[src/rtl/rs_pkg.sv]
// Shared encodings and reset sentinels for the reservation station bank.
// Latency: n/a (constants only).
// Backpressure: n/a.
package rs_pkg;

    // Per-entry lifecycle: FREE -> WAIT/READY -> EXEC -> FREE (stores skip EXEC).
    typedef enum logic [1:0] {
        RS_FREE  = 2'd0,
        RS_WAIT  = 2'd1,
        RS_READY = 2'd2,
        RS_EXEC  = 2'd3
    } rs_state_t;

    // Field values held by an entry that has never been written since reset/flush.
    localparam logic [15:0] VJ_VK_NO_VALUE = 16'hFFF0;
    localparam int          Q_NO_TAG       = 0;
    localparam logic [6:0]  A_NO_VALUE     = 7'h78;

    // Opcode that produces no register result (store).
    localparam logic [2:0]  NOWB_OP_DEFAULT = 3'd5;

endpackage

[src/rtl/rs_select.sv]
// Entry picker: one-hot grant + index over a request vector; optional age matrix.
// Latency: combinational grant from req; age matrix updates at the alloc edge.
// Backpressure: none; grant is purely a function of req and recorded age.
//
// Ports: clk/rst_n, clr (sync clear of age), alloc (one-hot entry allocated this
// edge), req (candidate vector), grant (one-hot), idx (binary grant index).
// With RES_STATION_OLDEST_FIRST_EN defined and AGE_EN=1 the oldest requester wins,
// otherwise the lowest index wins.
module rs_select #(
    parameter int N      = 4,
    parameter bit AGE_EN = 1'b0
) (
    input  logic                 clk,
    input  logic                 rst_n,
    input  logic                 clr,
    input  logic [N-1:0]         alloc,
    input  logic [N-1:0]         req,
    output logic [N-1:0]         grant,
    output logic [$clog2(N)-1:0] idx
);
    localparam int IW = $clog2(N);

    logic [N-1:0] pri_grant;
    logic         found;

    always_comb begin
        pri_grant = '0;
        found     = 1'b0;
        for (int i = 0; i < N; i++) begin
            if (req[i] && !found) begin
                pri_grant[i] = 1'b1;
                found        = 1'b1;
            end
        end
    end

`ifdef RES_STATION_OLDEST_FIRST_EN
    generate
        if (AGE_EN) begin : g_age
            // age[i][j] = 1 means entry i was allocated before entry j.
            logic [N-1:0] age [N];
            logic [N-1:0] age_grant;
            logic         blocked;
            wire          unused_pri = ^pri_grant;

            always_ff @(posedge clk or negedge rst_n) begin
                if (!rst_n) begin
                    for (int i = 0; i < N; i++) age[i] <= '0;
                end else if (clr) begin
                    for (int i = 0; i < N; i++) age[i] <= '0;
                end else begin
                    // New entry is younger than everything currently present.
                    for (int k = 0; k < N; k++) begin
                        if (alloc[k]) begin
                            for (int i = 0; i < N; i++) begin
                                age[k][i] <= 1'b0;
                                if (i != k) age[i][k] <= 1'b1;
                            end
                        end
                    end
                end
            end

            always_comb begin
                age_grant = '0;
                blocked   = 1'b0;
                for (int i = 0; i < N; i++) begin
                    blocked = 1'b0;
                    for (int j = 0; j < N; j++) begin
                        if (req[j] && age[j][i]) blocked = 1'b1;
                    end
                    age_grant[i] = req[i] && !blocked;
                end
            end

            assign grant = age_grant;
        end else begin : g_pri
            wire unused_ok = &{1'b0, clk, rst_n, clr, alloc};
            assign grant = pri_grant;
        end
    endgenerate
`else
    wire unused_ok = &{1'b0, clk, rst_n, clr, alloc, AGE_EN};
    assign grant = pri_grant;
`endif

    always_comb begin
        idx = '0;
        for (int i = 0; i < N; i++) begin
            if (grant[i]) idx = IW'(i);
        end
    end

endmodule

[src/rtl/res_station_bank.sv]
// Multi-entry Tomasulo reservation station: issue, CDB operand snoop, dispatch, completion.
// Latency: issue->dispatch >= 1 cycle; CDB wakeup->dispatch >= 1 cycle; store frees on dispatch.
// Backpressure: issue_ready low when no FREE entry; entries hold in READY while disp_ready is low.
//
// Ports: issue_* (request, lowest FREE entry tag in issue_tag), cdb_* (result broadcast),
// disp_* (presented READY entry, valid/ready handshake), busy_vec (per-entry not FREE),
// flush (sync clear). Build option RES_STATION_OLDEST_FIRST_EN selects oldest-READY dispatch.
module res_station_bank
    import rs_pkg::*;
#(
    parameter int              ENTRIES  = 4,
    parameter int              DATA_W   = 16,
    parameter int              TAG_W    = 3,
    parameter int              TAG_BASE = 1,
    parameter int              IMM_W    = 7,
    parameter int              OP_W     = 3,
    parameter logic [OP_W-1:0] NOWB_OP  = OP_W'(NOWB_OP_DEFAULT)
) (
    input  logic               clk,
    input  logic               rst_n,
    input  logic               flush,
    input  logic               issue_valid,
    output logic               issue_ready,
    output logic [TAG_W-1:0]   issue_tag,
    input  logic [OP_W-1:0]    issue_op,
    input  logic [DATA_W-1:0]  issue_vj,
    input  logic [DATA_W-1:0]  issue_vk,
    input  logic [TAG_W-1:0]   issue_qj,
    input  logic [TAG_W-1:0]   issue_qk,
    input  logic [IMM_W-1:0]   issue_a,
    input  logic               cdb_valid,
    input  logic [TAG_W-1:0]   cdb_tag,
    input  logic [DATA_W-1:0]  cdb_value,
    output logic               disp_valid,
    input  logic               disp_ready,
    output logic [OP_W-1:0]    disp_op,
    output logic [DATA_W-1:0]  disp_vj,
    output logic [DATA_W-1:0]  disp_vk,
    output logic [IMM_W-1:0]   disp_a,
    output logic [TAG_W-1:0]   disp_tag,
    output logic [ENTRIES-1:0] busy_vec
);
    localparam int IW = $clog2(ENTRIES);

    rs_state_t         st [ENTRIES];
    logic [DATA_W-1:0] vj [ENTRIES];
    logic [DATA_W-1:0] vk [ENTRIES];
    logic [TAG_W-1:0]  qj [ENTRIES];
    logic [TAG_W-1:0]  qk [ENTRIES];
    logic [IMM_W-1:0]  a  [ENTRIES];
    logic [OP_W-1:0]   op [ENTRIES];

    logic [ENTRIES-1:0] free_vec, ready_vec, free_grant, disp_grant, alloc_vec;
    logic [ENTRIES-1:0] hit_j, hit_k, done;
    logic [IW-1:0]      free_idx, disp_idx;
    logic               issue_fire, disp_fire, cdb_live, byp_j, byp_k;
    logic [TAG_W-1:0]   new_qj, new_qk;

    assign cdb_live = cdb_valid && (cdb_tag != TAG_W'(Q_NO_TAG));

    always_comb begin
        free_vec  = '0;
        ready_vec = '0;
        hit_j     = '0;
        hit_k     = '0;
        done      = '0;
        for (int i = 0; i < ENTRIES; i++) begin
            free_vec[i]  = (st[i] == RS_FREE);
            ready_vec[i] = (st[i] == RS_READY);
            hit_j[i]     = cdb_live && (cdb_tag == qj[i]);
            hit_k[i]     = cdb_live && (cdb_tag == qk[i]);
            done[i]      = cdb_valid && (cdb_tag == TAG_W'(TAG_BASE + i));
        end
    end

    // Free picker: always lowest index, so issue_tag is predictable.
    rs_select #(.N(ENTRIES), .AGE_EN(1'b0)) u_free_sel (
        .clk   (clk),
        .rst_n (rst_n),
        .clr   (flush),
        .alloc ('0),
        .req   (free_vec),
        .grant (free_grant),
        .idx   (free_idx)
    );

    rs_select #(.N(ENTRIES), .AGE_EN(1'b1)) u_disp_sel (
        .clk   (clk),
        .rst_n (rst_n),
        .clr   (flush),
        .alloc (alloc_vec),
        .req   (ready_vec),
        .grant (disp_grant),
        .idx   (disp_idx)
    );

    // Everything below is driven from registered state only, so a completion in this
    // cycle cannot be reused by a same-cycle issue, and disp_valid ignores disp_ready.
    assign issue_ready = |free_vec;
    assign issue_tag   = TAG_W'(TAG_BASE) + TAG_W'(free_idx);
    assign issue_fire  = issue_valid && issue_ready;
    assign alloc_vec   = issue_fire ? free_grant : '0;
    assign busy_vec    = ~free_vec;

    assign disp_valid = |ready_vec;
    assign disp_fire  = disp_valid && disp_ready;
    assign disp_op    = op[disp_idx];
    assign disp_vj    = vj[disp_idx];
    assign disp_vk    = vk[disp_idx];
    assign disp_a     = a[disp_idx];
    assign disp_tag   = TAG_W'(TAG_BASE) + TAG_W'(disp_idx);

    // Result on the CDB in the issue cycle is captured directly into the new entry.
    assign byp_j  = cdb_live && (cdb_tag == issue_qj);
    assign byp_k  = cdb_live && (cdb_tag == issue_qk);
    assign new_qj = byp_j ? TAG_W'(Q_NO_TAG) : issue_qj;
    assign new_qk = byp_k ? TAG_W'(Q_NO_TAG) : issue_qk;

    always_ff @(posedge clk or negedge rst_n) begin
        if (!rst_n) begin
            for (int i = 0; i < ENTRIES; i++) begin
                st[i] <= RS_FREE;
                vj[i] <= DATA_W'(VJ_VK_NO_VALUE);
                vk[i] <= DATA_W'(VJ_VK_NO_VALUE);
                qj[i] <= TAG_W'(Q_NO_TAG);
                qk[i] <= TAG_W'(Q_NO_TAG);
                a[i]  <= IMM_W'(A_NO_VALUE);
                op[i] <= '0;
            end
        end else begin
            for (int i = 0; i < ENTRIES; i++) begin
                if (flush) begin
                    st[i] <= RS_FREE;
                    vj[i] <= DATA_W'(VJ_VK_NO_VALUE);
                    vk[i] <= DATA_W'(VJ_VK_NO_VALUE);
                    qj[i] <= TAG_W'(Q_NO_TAG);
                    qk[i] <= TAG_W'(Q_NO_TAG);
                    a[i]  <= IMM_W'(A_NO_VALUE);
                    op[i] <= '0;
                end else begin
                    unique case (st[i])
                        RS_FREE: if (alloc_vec[i]) begin
                            op[i] <= issue_op;
                            a[i]  <= issue_a;
                            vj[i] <= byp_j ? cdb_value : issue_vj;
                            vk[i] <= byp_k ? cdb_value : issue_vk;
                            qj[i] <= new_qj;
                            qk[i] <= new_qk;
                            st[i] <= ((new_qj != '0) || (new_qk != '0)) ? RS_WAIT : RS_READY;
                        end
                        RS_WAIT: begin
                            if (hit_j[i]) begin
                                vj[i] <= cdb_value;
                                qj[i] <= TAG_W'(Q_NO_TAG);
                            end
                            if (hit_k[i]) begin
                                vk[i] <= cdb_value;
                                qk[i] <= TAG_W'(Q_NO_TAG);
                            end
                            if ((hit_j[i] || qj[i] == '0) && (hit_k[i] || qk[i] == '0))
                                st[i] <= RS_READY;
                        end
                        RS_READY: if (disp_fire && disp_grant[i]) begin
                            st[i] <= (op[i] == NOWB_OP) ? RS_FREE : RS_EXEC;
                        end
                        RS_EXEC: if (done[i]) st[i] <= RS_FREE;
                        default: st[i] <= RS_FREE;
                    endcase
                end
            end
        end
    end

endmodule
[config.mk]
export PLATFORM = sky130hd
export DESIGN_NAME = res_station_bank
export DESIGN_NICKNAME = d
export VERILOG_FILES = /design/src/rtl/rs_pkg.sv /design/src/rtl/rs_select.sv /design/src/rtl/res_station_bank.sv
export SDC_FILE = /design/constraint.sdc
export NUM_CORES = 1
export LEC_CHECK = 0
export BUFFER_PORTS_ARGS = -buffer_cell sky130_fd_sc_hd__buf_4
export CAP_MARGIN = 20
export CORE_ASPECT_RATIO = 1.75
export CORE_MARGIN = 2
export CORE_UTILIZATION = 60
export DETAILED_ROUTE_END_ITERATION = 8
export GPL_TIMING_DRIVEN = 1
export PLACE_DENSITY_LB_ADDON = 0.3
export SLEW_MARGIN = 20
export SYNTH_ARGS = -nofsm -noshare
export SYNTH_HDL_FRONTEND = slang
export SYNTH_SLANG_ARGS = --single-unit
[constraint.sdc]
create_clock -name clk -period 3.5 [get_ports clk]
set_input_delay 0.525 -clock clk [delete_from_list [all_inputs] [get_ports clk]]
set_output_delay 0.525 -clock clk [all_outputs]
set_load 0.02 [all_outputs]
==> results of run 1 <==
-- how the worst min path moves through the flow --
stage                         to  depth (start not counted)    from  slack, ps
final                     vj[16]                          1   rst_n        150
after global routing      vj[16]                          1   rst_n        220
after CTS                 vj[48]                          1   rst_n        200
after detailed placement  vj[29]                          2  vj[29]        460
after global placement    vj[29]                          2  vj[29]        450
after floorplan             a[0]                          0   rst_n        230
-- critical path: stages (launching register included) --
cell,delay (ps)
dfrtp_1,520
nor2b_1,320
nand2_1,150
nand2_1,110
buf_4,230
inv_1,80
nand2_1,110
buf_4,290
o221a_2,270
buf_4,140
-- final cells by class --
class	instances	area share [%]
multi-input combinational	1038	47.1
sequential	200	37.5
timing repair buffer	155	8.75
clock buffer	22	3.39
tap	248	2.26
clock inverter	10	0.557
inverter	16	0.438
-- cell usage after synthesis, types with 6 or more instances --
library cell / n / area share [%]
a211o_1: 31 / 2.2
a21oi_1: 93 / 3.8
a22o_1: 14 / 1.0
a311oi_1: 9 / 0.64
buf_2: 37 / 1.5
buf_6: 9 / 0.83
clkbuf_1: 55 / 1.7
dfrtp_1: 88 / 18
dfstp_2: 112 / 24
inv_1: 15 / 0.46
mux2_2: 51 / 4.7
mux2i_1: 59 / 4.8
nand2_1: 287 / 8.8
nand2b_1: 10 / 0.51
nand3_1: 68 / 2.8
nand3b_1: 14 / 0.86
nor2_1: 116 / 3.6
nor2b_1: 16 / 0.82
nor3_1: 14 / 0.57
nor4_1: 10 / 0.51
o21ai_0: 47 / 1.9
o221a_2: 45 / 4.1
o22a_1: 12 / 0.86
o31ai_1: 22 / 1.4
or3_1: 8 / 0.41
xnor2_1: 6 / 0.43
xor2_1: 23 / 1.6
-- stage by stage --
stage          setup slack (ps)  cell area, um^2  total power [uW]  utilization, %  instances
6_report                    280            13700             11600            68.1       1689
5_1_grt                    84.9            13700             12200            68.1       1689
4_1_cts                     156            13700             11500            68.1       1689
3_5_place_dp                622            13200              9640            65.4       1657
3_3_place_gp                653            13200              9530            65.4       1657
2_1_floorplan              1110            12200              7680               -       1367
-- kinds of logic (layout without fill, tap and decap cells) --
group	after synthesis	after routing	share of synthesized area, %
AO/OA/AOI/OAI	321	321	19.5
adder cells (fa/ha/maj)	2	2	0.205
XOR/XNOR	29	29	2.08
AND/OR/NAND/NOR	576	576	21.2
buffers and inverters	129	203	5.44
multiplexers	110	110	9.53
flip-flops	200	200	42.1
-- where the power goes --
part           total [uW]  switching, uW  leakage [uW]  internal, uW
sequential           3520            421       0.00235          3100
combinational        6190           3730       0.00314          2470
clock                1880            873      0.000264          1010
-- sequential cells by signal, summed over array words and instances (netlist names) --
name,count
a,28
op,12
qj,12
qk,12
st,8
vj,64
vk,64
-- layer usage --
layer	up-vias	wire length [um]	track usage, %
met1	5365	13200	38.4
met5	-	0	0
met4	0	1790	19.0
met3	111	1900	4.74
li1	4989	-	-
met2	475	18700	59.3
==> results.toml, run 1 <==
[status]
status = "finished, final reports clean"

[placed_design]
gp_congestion = 1.00
hpwlAfterDp_um = 23500
io_buffers = 126

[critical_path]
crit_required_ps = 2970
path_max_fanout = 20
r2r_start = "st[5]"
cp-endpoint = "disp_a[2]"
reg2reg_to = "vj[34]"
startpoint = "st[5]"
start_kind = "flop"
worst-setup-path-type = "reg -> out"
r2r_setup_slack_ps = 970
end_kind = "output pin"
cp.arrival_ps = 2700
reg2reg_depth = 8

[layout]
regArea_mm2 = 0.00515
antenna_cells = 0
nets = 1503
final_cell_mix = "287 x nand2_1, 151 x buf_4, 116 x nor2_1"
n_fill_cell = 1664
layout_commonest_cell = "nand2_1"
area_growth_pct = 12.1
drive_above_1_share_pct = 29.1
multiInputGateArea_mm2 = 0.00645

[synthesis]
synth-main-ff-cell = "dfstp_2"
synth_cell_types = 74
syn_nets = 1442
syn_area_per_cell_um2 = 8.95
yosys_warnings = 0
ys_ff_latch = 200
netlist_instances = 1367
synth_area_mm2 = 0.0122
synthArstFlopShare_pct = 100
ys_seq_area_share_pct = 42.1
synth-edff-count = 0

[cts]
cts_setup_buffers = 0
cts.sinks = 200
clock_tree.root_cell = "clkbuf_16"
clk_latency_ps = 450
htree_levels = 4
cts_tree = "built"
cts_buffers = 17
cts_hold_buf = 0
ctsResizeCount = 0
ctsLongestPathBuffers = 2
clk_pin_slew_worst_paths_ps = 70

[global_route]
grt_usage_pct = 33.4
grt_max_degree = 99
grt_pass1_vias = 10800
grt-ovfl-total = 0
antenna_found_initial = 0
grt_pass1_wl_um = 57000

[detailed_routing]
num_vias = 10900
via_per_inst = 6.48
wl_um = 35600
wl_per_cell_um = 21.1
drt-pass1-iter-count = 5
remaining_drc_errors = 0
antenna_left = 0
drtIter0Drc = 1140

[flow_run]
cap_violations = 0

[sta]
hold_viol_final = 0
worst_slew_pin_slew_ps = 1010
finClkSkew_ps = 8.92
setup_tns_ps = 0
whs_ps = 150
setup_violations = 0
period_needed_ps = 3220
rsz0062_at_grt = "false"
slew_viol_final = 0
fmax_mhz = 311
fin_crit_sh_pct = 92.0
relSlewSlack_pct = 32.5

[worst_hold_path]
hp-class = "in -> async"

[floorplanning]
ios = 127
die_h_um = 193
fp.dieW_um = 112
core_mm2 = 0.0201
dieArea_mm2 = 0.0216
placementRows = 69
start_util_pct = 60.8

[power]
cellPowerDensity_mw_per_mm2 = 846
power_leakage_uw = 0.00576
ir_drop_uv = 756
No activity file was read; power rests on OpenSTA's default activity.
==> run 2: changes to the inputs <==
Settings changed: CTS_BUF_LIST from default to sky130_fd_sc_hd__clkbuf_8, RECOVER_POWER from default to 25.
==> run 2 against run 1 <==
- the run now ends with design-rule violations, max-capacitance violations, max-slew violations left
- highest routed layer unchanged
- count of clock-buffer cells in the layout fell by 3
- sequential share of layout area rose by 0.60 points
- setup slack got worse by 53 ps
- die area did not move
- worst hold slack improved by 130 ps
- power fell by 4.5%
- first-iteration DRC count fell by 7.9%
==> results.toml, run 2 (synthesis results as in run 1) <==
[detailed_routing]
wl_um = 35200
remaining_drc_errors = 1
via_per_inst = 6.46
wl_per_cell_um = 20.8
num_vias = 10900
antenna_left = 0
drtIter0Drc = 1050
drt-pass1-iter-count = 8

[layout]
antenna_cells = 0
drive_above_1_share_pct = 29.1
nets = 1503
final_cell_mix = "287 x nand2_1, 150 x buf_4, 116 x nor2_1"
area_growth_pct = 10.3
utilization_pct = 67.1
stdcell_count = 1689
layout_commonest_cell = "nand2_1"
reg_top3 = "vj (64), vk (64), a (28)"

[cts]
clock_tree.root_cell = "clkbuf_8"
cts.sinks = 200
clk_pin_slew_worst_paths_ps = 100
ctsLongestPathBuffers = 2
clk_latency_ps = 490
htree_levels = 4
ctsResizeCount = 0
cts_tree = "built"
cts_setup_buffers = 0
cts_hold_buf = 0
cts_buffers = 17

[worst_hold_path]
hold_depth = 2
hp-class = "in -> reg"

[critical_path]
cp.arrival_ps = 2750
path_buf_inv = 4
cp-endpoint = "disp_a[2]"
path_cells = "nor2b_1 > nand2_1 > nand2_1 > buf_4 > inv_1 > nand2_1 > buf_4 > o221a_2 > buf_4"
end_kind = "output pin"
r2r_setup_slack_ps = 950
critPathSlowestCell = "dfrtp_1"
startpoint = "st[5]"
critPathMaxStageDelay_ps = 530
worst-setup-path-type = "reg -> out"
start_kind = "flop"
reg2reg_to = "vj[33]"
cp.depth = 9
path_max_fanout = 20
crit_required_ps = 2970
r2r_start = "st[5]"
reg2reg_depth = 8
path_delay_family = "buffers and inverters"

[global_route]
grt-ovfl-total = 0
grt_max_degree = 99
grt_pass1_wl_um = 56100
grt_pass1_vias = 10600
antenna_found_initial = 0
grt_usage_pct = 32.9

[sta]
layout_setup_ws_ps = 227
hold_viol_final = 0
worst_slew_pin_slew_ps = 2610
setup_tns_ps = 0
fmax_mhz = 306
finClkSkew_ps = 14.8
rsz0062_at_grt = "false"
relSlewSlack_pct = -73.7
period_needed_ps = 3270
fin_crit_sh_pct = 93.5
setup_violations = 0
slew_viol_final = 99

[power]
power_leakage_uw = 0.00568
ir_drop_uv = 743
cellPowerDensity_mw_per_mm2 = 821

[floorplanning]
dieArea_mm2 = 0.0216
core_mm2 = 0.0201
fp.dieW_um = 112
ios = 127
start_util_pct = 60.8
placementRows = 69
die_h_um = 193

[placed_design]
io_buffers = 126
dp_slack_ps = 622
placed_cells = 1657
hpwlAfterDp_um = 23500
gp_congestion = 1.00

[flow_run]
cap_violations = 1

[status]
violations = "design-rule violations, max-capacitance violations, max-slew violations"
status = "finished, violations left"
[run 2: changes by cell type in the layout (fill, tap and decap cells not counted)]
cell	change
inv_1	+3
clkbuf_8	+16
buf_4	-1
clkbuf_4	+1
clkbuf_16	-17
clkbuf_2	+2
clkbuf_1	-3
buf_12	-1
[run 2: layout make-up]
class | count | area (um^2)
sequential | 200 | 5150
fill | 1706 | 6630
clock buffer | 19 | 262
multi-input combinational | 1038 | 6450
timing repair buffer | 155 | 1170
inverter | 16 | 60.1
tap | 248 | 310
clock inverter | 13 | 87.6
[run 2: worst min path at each step]
stage,slack (ps),from,end
after floorplan,230,rst_n,a[0]
after global placement,450,vj[29],vj[29]
after detailed placement,460,vj[29],vj[29]
after CTS,140,rst_n,vj[48]
after global routing,260,issue_a[6],a[13]
final,280,issue_a[4],a[4]
[run 2: where the power goes]
part           switching, uW  total (uW)  internal (uW)  leakage [uW]
Clock                    812        1390            582      0.000189
Sequential               416        3520           3100       0.00235
Combinational           3700        6170           2470       0.00313
Total                   4930       11100           6150       0.00568
[run 2: per-layer routing]
layer	wire length, um	vias up	global-route usage, %	share of wire (%)
li1	-	4972	-	-
met1	13100	5348	37.9	37
met2	18400	480	58.1	52
met3	1920	113	5.09	5.4
met4	1730	0	18.6	4.9
met5	0	-	0	0
[run 2: stage by stage]
step / hold slack (ps) / area, um^2 / power [uW]
floorplan: 229 / 12200 / 7680
global placement: 453 / 13200 / 9530
detailed placement: 458 / 13200 / 9640
CTS: 137 / 13500 / 11000
global route: 259 / 13500 / 11700
finish: 275 / 13500 / 11100
